<file path="config.mk">
export PLATFORM = sky130hd
export DESIGN_NAME = tow_referee
export DESIGN_NICKNAME = d
export VERILOG_FILES = /design/src/rtl/tow_referee.sv
export SDC_FILE = /design/constraint.sdc
export NUM_CORES = 1
export LEC_CHECK = 0
export CAP_MARGIN = 20
export CORE_MARGIN = 2
export CORE_UTILIZATION = 45
export CTS_CLUSTER_DIAMETER = 60
export CTS_CLUSTER_SIZE = 28
export DETAILED_ROUTE_END_ITERATION = 8
export PLACE_DENSITY = 0.85
export REMOVE_ABC_BUFFERS = 1
export SLEW_MARGIN = 15
export SYNTH_ARGS = -nofsm -noshare
export SYNTH_HDL_FRONTEND = slang
export SYNTH_SLANG_ARGS = --single-unit
</file>
<file path="constraint.sdc">
create_clock -name clk -period 1.53 [get_ports clk]
set_clock_uncertainty 0.1 [all_clocks]
set_input_delay 0.2295 -clock clk [delete_from_list [all_inputs] [get_ports clk]]
set_output_delay 0.2295 -clock clk [all_outputs]
set_load 0.01 [all_outputs]
</file>
<file path="src/rtl/tow_referee.sv">
// rtl/tow_referee.sv - Tug of War match sequencer: serve, play, point hold, match end
module tow_referee #(
    parameter int SERVE_CYCLES  = 4,
    parameter int HOLD_CYCLES   = 2,
    parameter int POINTS_TO_WIN = 3
) (
    input  logic       clk,
    input  logic       reset,
    input  logic       press_l,
    input  logic       press_r,
    input  logic       win_l,
    input  logic       win_r,
    output logic       inc_l,
    output logic       inc_r,
    output logic [1:0] idle,
    output logic       score_rst,
    output logic [2:0] points_l,
    output logic [2:0] points_r,
    output logic       match_over,
    output logic       winner_r
);

    localparam int TMAX = (SERVE_CYCLES > HOLD_CYCLES) ? SERVE_CYCLES : HOLD_CYCLES;
    localparam int TW   = $clog2(TMAX + 1);

    localparam logic [TW-1:0] SERVE_LAST = TW'(SERVE_CYCLES - 1);
    localparam logic [TW-1:0] HOLD_LAST  = TW'(HOLD_CYCLES - 1);
    localparam logic [2:0]    WIN_PTS    = 3'(POINTS_TO_WIN);

    typedef enum logic [1:0] {
        SERVE = 2'd0,
        PLAY  = 2'd1,
        POINT = 2'd2,
        MATCH = 2'd3
    } state_t;

    state_t        state_q, state_d;
    logic [TW-1:0] timer_q, timer_d;
    logic          press_q_l, press_q_r;
    logic          rise_l, rise_r;

    logic          inc_l_d, inc_r_d;
    logic [1:0]    idle_d;
    logic          score_rst_d;
    logic [2:0]    points_l_d, points_r_d;
    logic          match_over_d, winner_r_d;

    // History regs start high so a button already held at reset is not an edge.
    assign rise_l = press_l & ~press_q_l;
    assign rise_r = press_r & ~press_q_r;

    // State, timer, edge history and all registered outputs.
    always_ff @(posedge clk) begin
        if (reset) begin
            state_q    <= SERVE;
            timer_q    <= '0;
            press_q_l  <= 1'b1;
            press_q_r  <= 1'b1;
            inc_l      <= 1'b0;
            inc_r      <= 1'b0;
            idle       <= 2'b11;
            score_rst  <= 1'b1;
            points_l   <= 3'd0;
            points_r   <= 3'd0;
            match_over <= 1'b0;
            winner_r   <= 1'b0;
        end else begin
            state_q    <= state_d;
            timer_q    <= timer_d;
            press_q_l  <= press_l;
            press_q_r  <= press_r;
            inc_l      <= inc_l_d;
            inc_r      <= inc_r_d;
            idle       <= idle_d;
            score_rst  <= score_rst_d;
            points_l   <= points_l_d;
            points_r   <= points_r_d;
            match_over <= match_over_d;
            winner_r   <= winner_r_d;
        end
    end

    // Next state plus the output values that belong to the state being entered.
    always_comb begin
        state_d      = state_q;
        timer_d      = timer_q;
        inc_l_d      = 1'b0;
        inc_r_d      = 1'b0;
        idle_d       = 2'b11;
        score_rst_d  = 1'b0;
        points_l_d   = points_l;
        points_r_d   = points_r;
        match_over_d = match_over;
        winner_r_d   = winner_r;

        case (state_q)
            SERVE: begin
                if (timer_q == SERVE_LAST) begin
                    state_d = PLAY;
                    timer_d = '0;
                    idle_d  = 2'b00;
                end else begin
                    timer_d = timer_q + TW'(1);
                end
            end

            PLAY: begin
                if (win_l || win_r) begin
                    timer_d = '0;
                    if (win_l && !win_r) begin
                        points_l_d = (points_l == WIN_PTS) ? points_l : points_l + 3'd1;
                        state_d    = POINT;
                    end else if (win_r && !win_l) begin
                        points_r_d = (points_r == WIN_PTS) ? points_r : points_r + 3'd1;
                        state_d    = POINT;
                    end else begin
                        // Simultaneous wins are a replay: nobody scores.
                        state_d     = SERVE;
                        score_rst_d = 1'b1;
                    end
                end else begin
                    idle_d  = 2'b00;
                    inc_l_d = rise_l & ~rise_r;
                    inc_r_d = rise_r & ~rise_l;
                end
            end

            POINT: begin
                if (timer_q == HOLD_LAST) begin
                    timer_d = '0;
                    if (points_l == WIN_PTS || points_r == WIN_PTS) begin
                        state_d      = MATCH;
                        match_over_d = 1'b1;
                        winner_r_d   = (points_r == WIN_PTS);
                    end else begin
                        state_d     = SERVE;
                        score_rst_d = 1'b1;
                    end
                end else begin
                    timer_d = timer_q + TW'(1);
                end
            end

            default: begin
                state_d = MATCH;
            end
        endcase
    end

endmodule

</file>
# == Word-level counts from Yosys, hierarchy flattened ==
# Index checks and enable logic that the tools add are counted.
# Widths: inputs -> output; s select.
# word_totals
register_bits,20
input_bits,6
word_cells,70
# op_classes
n_addsub,3
n_eq_ne,9
muxes,20
bitwise_logic,12
reduce_logical,14
# op_table
cell,n
$mux 2,8
$add 3x1->3 const B,3
$eq 3x2->1 const B,3
$mux 3,3
$pmux 3 s3,1
$not 1->1,8
$ne 2x2->1 const B,3
$pmux 2 s3,1
$reduce_and 3->1,2
$mux 1,5
$reduce_and 5->1,1
$and 1x1->1,4
$pmux 2 s2,1
$reduce_and 4->1,1
$eq 3x1->1 const B,1
$reduce_bool 3->1,1
$reduce_or 3->1,1
$eq 2x1->1 const B,1
$eq 2x2->1 const B,1
$logic_and 1x1->1,2
$logic_not 1->1,2
$logic_not 2->1,1
$logic_or 1x1->1,2
$pmux 1 s2,1
$reduce_and 2->1,1

# == Longest topological paths before layout ==
# depth
ltp_word,6
mapped_depth,6

# == Worst setup path after synthesis ==
# Ideal clock, no wire load.
# synth_timing
kind,register to register
start,reg points_r[0]
end,reg points_r[1]
setup_ns,0.130
arrival_ns,1.296
setup_slack_ns,0.004
path_stages_with_launch,6
n_path_buf,0
synth_period_minus_slack_ns,1.526
path_cell_list,dfxtp_1 ha_1 ha_1 and4bb_4 mux2i_1 nor2_1
# synth_between
elab_chain_cells,3
elab_cells_between_ends,4
# synth_lines
element,line_no,source
start: declaration,18,"output logic [2:0] points_r,"
start signal: assignment,77,points_r <= points_r_d;
$eq 3x2->1,114,points_r_d = (points_r == WIN_PTS) ? points_r : points_r + 3'd1;
$not 1->1 (no source line),-,
$reduce_and 5->1 (no source line),-,
# Several ways; a longest one is shown, not always the timed one.
# A chain may end at the register's enable or synchronous reset.

# == Worst setup path in the final report ==
# layout_timing
start,reg timer_q[0]
end,reg timer_q[1]
# layout_between
elab_chain_cells,3
elab_cells_between_ends,6
# layout_lines
element,line_no,source
start: declaration,38,"logic [TW-1:0] timer_q, timer_d;"
start signal: assignment,69,timer_q <= timer_d;
$add 3x1->3 (tied with other cells),"103, 140",
$mux 3 (on tied branches),"129, 98",
$pmux 3 s3 (*),96,case (state_q)
# Every way passes the cells marked *; elsewhere a longest branch is shown, timed or not.

==> summary.md <==
* **setup repair after global routing missed its margin** true
* **DIE AREA** 2657 sq um
* **CTS Buffer Depth** 2
* **diodes inserted** 0
* **area of the core** 2170 sq um
* **leakage power of the design** 0.6468 nW
* **I/O pins** 19
* **violation count after the first detailed-route iteration** 5
* **antenna-violating nets left** 0
* **Die H** 51.55 um
* **mean routed wirelength per cell** 13.37 um
* **Least-Margin Pin Slew** 0.2709 ns
* **highest-count cells in the layout ignoring fill and taps** 22 x buf_4, 12 x dfxtp_1, 11 x nor2_1
* **synth-to-layout area growth** 52.64%
* **insertion delay to the later sink of the worst-skew pair** 0.30 ns
* **starting utilization of the core area** 46.89%
* **Largest delay share family, worst path** simple AND/OR/NAND/NOR gates
* **most frequent standard cell in the layout excluding fill and tap cells** buf_4
* **FMAX** 650.7 MHz
* **kind of start point of the critical path** flip-flop
* **count of max-cap constraint violations** 0
* **count of unique library cells instantiated by Yosys** 31
* **Worst slew margin** 81.77%
* **Mapped Area** 1017 sq um
* **total power density per cell area** 1187 nW/um^2
* **leftover overflow at the end of global routing** 0
* **clock-pin slew reported for the worst setup and hold paths after clock tree synthesis** 0.11 ns
* **Post-layout nets** 167
* **total number of placement rows** 17
* **worst hold path type** flip-flop to flip-flop
* **Root Buffer Master** clkbuf_4
* **clk sinks** 19
* **wire length of the first global-routing pass** 3767 um
* **sequential share of the synthesized area** 37.39%
* **number of clock buffers inserted by TritonCTS** 3
* **total length of routed wires** 2300 um
* **hold slack final** 0.3926 ns
* **via total after detailed routing** 881
* **final core area utilization** 71.57%
* **average via count per standard cell** 5.122
* **placed wire-length estimate** 1630 um
* **Hold Vio Cnt, Final** 0
* **number of buffers and inverters on the critical path** 0
* **critical path's largest stage delay** 0.39 ns
* **WS Path Type** flip-flop to flip-flop
* **number of design rule violations left after detail routing** 0
* **Synth Instances** 103
* **#FFs+latches synth** 19
* **peak supply drop** 0.6699 mV
* **endpoint type of the worst setup path** flip-flop
* **final worst setup slack** -0.006877 ns
* **status** finished with violations
* **shortest period the worst path allows** 1.537 ns
* **top fanout value on the critical path** 3
* **Critical Path AT** 1.67 ns
* **violated checks** negative setup slack
* **Total Power Consumption** 0.001843 W
* **most repeated library cell on the critical path** ha_4
* **Chip Width** 51.55 um
* **cells along the critical path** ha_4 > ha_4 > nor2_4 > a31oi_2 > or3_1 > a21oi_1
* **Mean Syn Cell Area** 9.876 sq um
* **# port buffers** 18
* **fraction of layout cells with a size suffix above 1** 44.44%
* **clock tree from TritonCTS** done
* **Pre-antenna DRT Iters** 4
* **number of global-route vias before repair** 893
* **Total GRT Usage** 19.21%
* **fin. max-slew vios** 0
* **antenna violations before repair** 0
* **pin count of the biggest net entering global routing** 12
* **share of the clock period used by the worst path after layout** 100.4%
* **number of H-tree branching levels** 1
* **endpoints failing setup** 1
* **gp weighted congestion** 0.8247
* **required time of the worst setup path** 1.66 ns
* **number of warning messages in the yosys log** 0
* **slowest stage cell, crit path** or3_1
-- logic make-up after synthesis --
| group | share of synthesized area [%] |
|---|---|
| AND/OR/NAND/NOR | 19.68 |
| flip-flops | 37.39 |
| AO/OA/AOI/OAI | 14.27 |
| adder cells (fa/ha/maj) | 19.68 |
| buffers and inverters | 5.289 |
| XOR/XNOR | 1.722 |
| multiplexers | 1.968 |
-- cell type report --
cell class                 instances  area (sq um)
fill                             178         616.8
sequential                        19         391.6
inverter                          10         37.54
timing repair buffer              40         344.1
tap                               28         35.03
clock buffer                       3         22.52
clock inverter                     1         5.005
multi-input combinational         71         716.9
-- Yosys cell counts, drive strengths merged --
| cell | count | area [sq um] |
|---|---|---|
| a211o | 1 | 8.760 |
| a211oi | 2 | 25.02 |
| a21oi | 6 | 30.03 |
| a221oi | 2 | 35.04 |
| a311oi | 1 | 8.760 |
| a31oi | 2 | 12.51 |
| and4bb | 2 | 32.53 |
| buf | 3 | 16.26 |
| dfxtp | 19 | 380.4 |
| ha | 16 | 200.2 |
| inv | 10 | 37.54 |
| mux2i | 2 | 20.02 |
| nand2 | 5 | 21.27 |
| nand2b | 4 | 35.03 |
| nand4b | 1 | 8.760 |
| nor2 | 12 | 45.04 |
| nor2b | 2 | 12.51 |
| nor3 | 1 | 5.000 |
| nor4 | 1 | 6.260 |
| nor4b | 1 | 8.760 |
| o21ai | 2 | 10.01 |
| o21bai | 2 | 15.01 |
| or2 | 2 | 12.51 |
| or3 | 2 | 12.51 |
| xnor2 | 2 | 17.52 |
-- worst register-to-register path: stages, from the launching register on --
cell     delay [ns]
dfxtp_4        0.38
ha_4           0.17
ha_4           0.17
nor2_4         0.08
a31oi_2        0.05
or3_1          0.39
a21oi_1        0.14
-- state kept, by name, summed over array words and instances (netlist names), 2 cells and up --
name	flops
state_q	2
points_l	3
timer_q	3
points_r	3
-- routing by layer --
metal	vias up	wire, um	track usage (%)
li1	436	-	-
met1	416	933	20.94
met2	25	1232	36.75
met3	4	93	2.586
met4	0	41	7.895
met5	-	0	0
-- where the power goes --
part	switching, W	internal (W)	leakage [nW]
Sequential	0.0000701	0.000582	0.158
Clock	0.000163	0.0000974	0.0177
Combinational	0.000419	0.000512	0.471
-- path summary, 6_finish.rpt --
check	start	end	slack, ns	cells past startpoint
min reg2reg	press_q_r	inc_r	0.39	3
min	press_q_r	inc_r	0.39	3
max	timer_q[0]	timer_q[1]	-0.007	6
max reg2reg	timer_q[0]	timer_q[1]	-0.007	6
-- stage by stage --
step | worst slack (ns) | setup TNS (ns) | area [sq um] | std cells
after floorplan | 0.01954 | 0 | 1001 | 100
after global placement | -0.3030 | -2.988 | 1351 | 164
after detailed placement | -0.4171 | -4.172 | 1351 | 164
after CTS | 0.001290 | 0 | 1449 | 170
after global routing | -0.09013 | -0.2782 | 1553 | 172
final | -0.006877 | -0.006877 | 1553 | 172
-- repair_timing --
item                       in CTS  in global routing
hold buffers                    0                  0
resized for setup              24                 24
buffers inserted                2                  2
pin swaps                       5                  8
gates cloned                    0                  0
setup endpoints to repair      17                 16
Power figures use the tool's default switching activity.
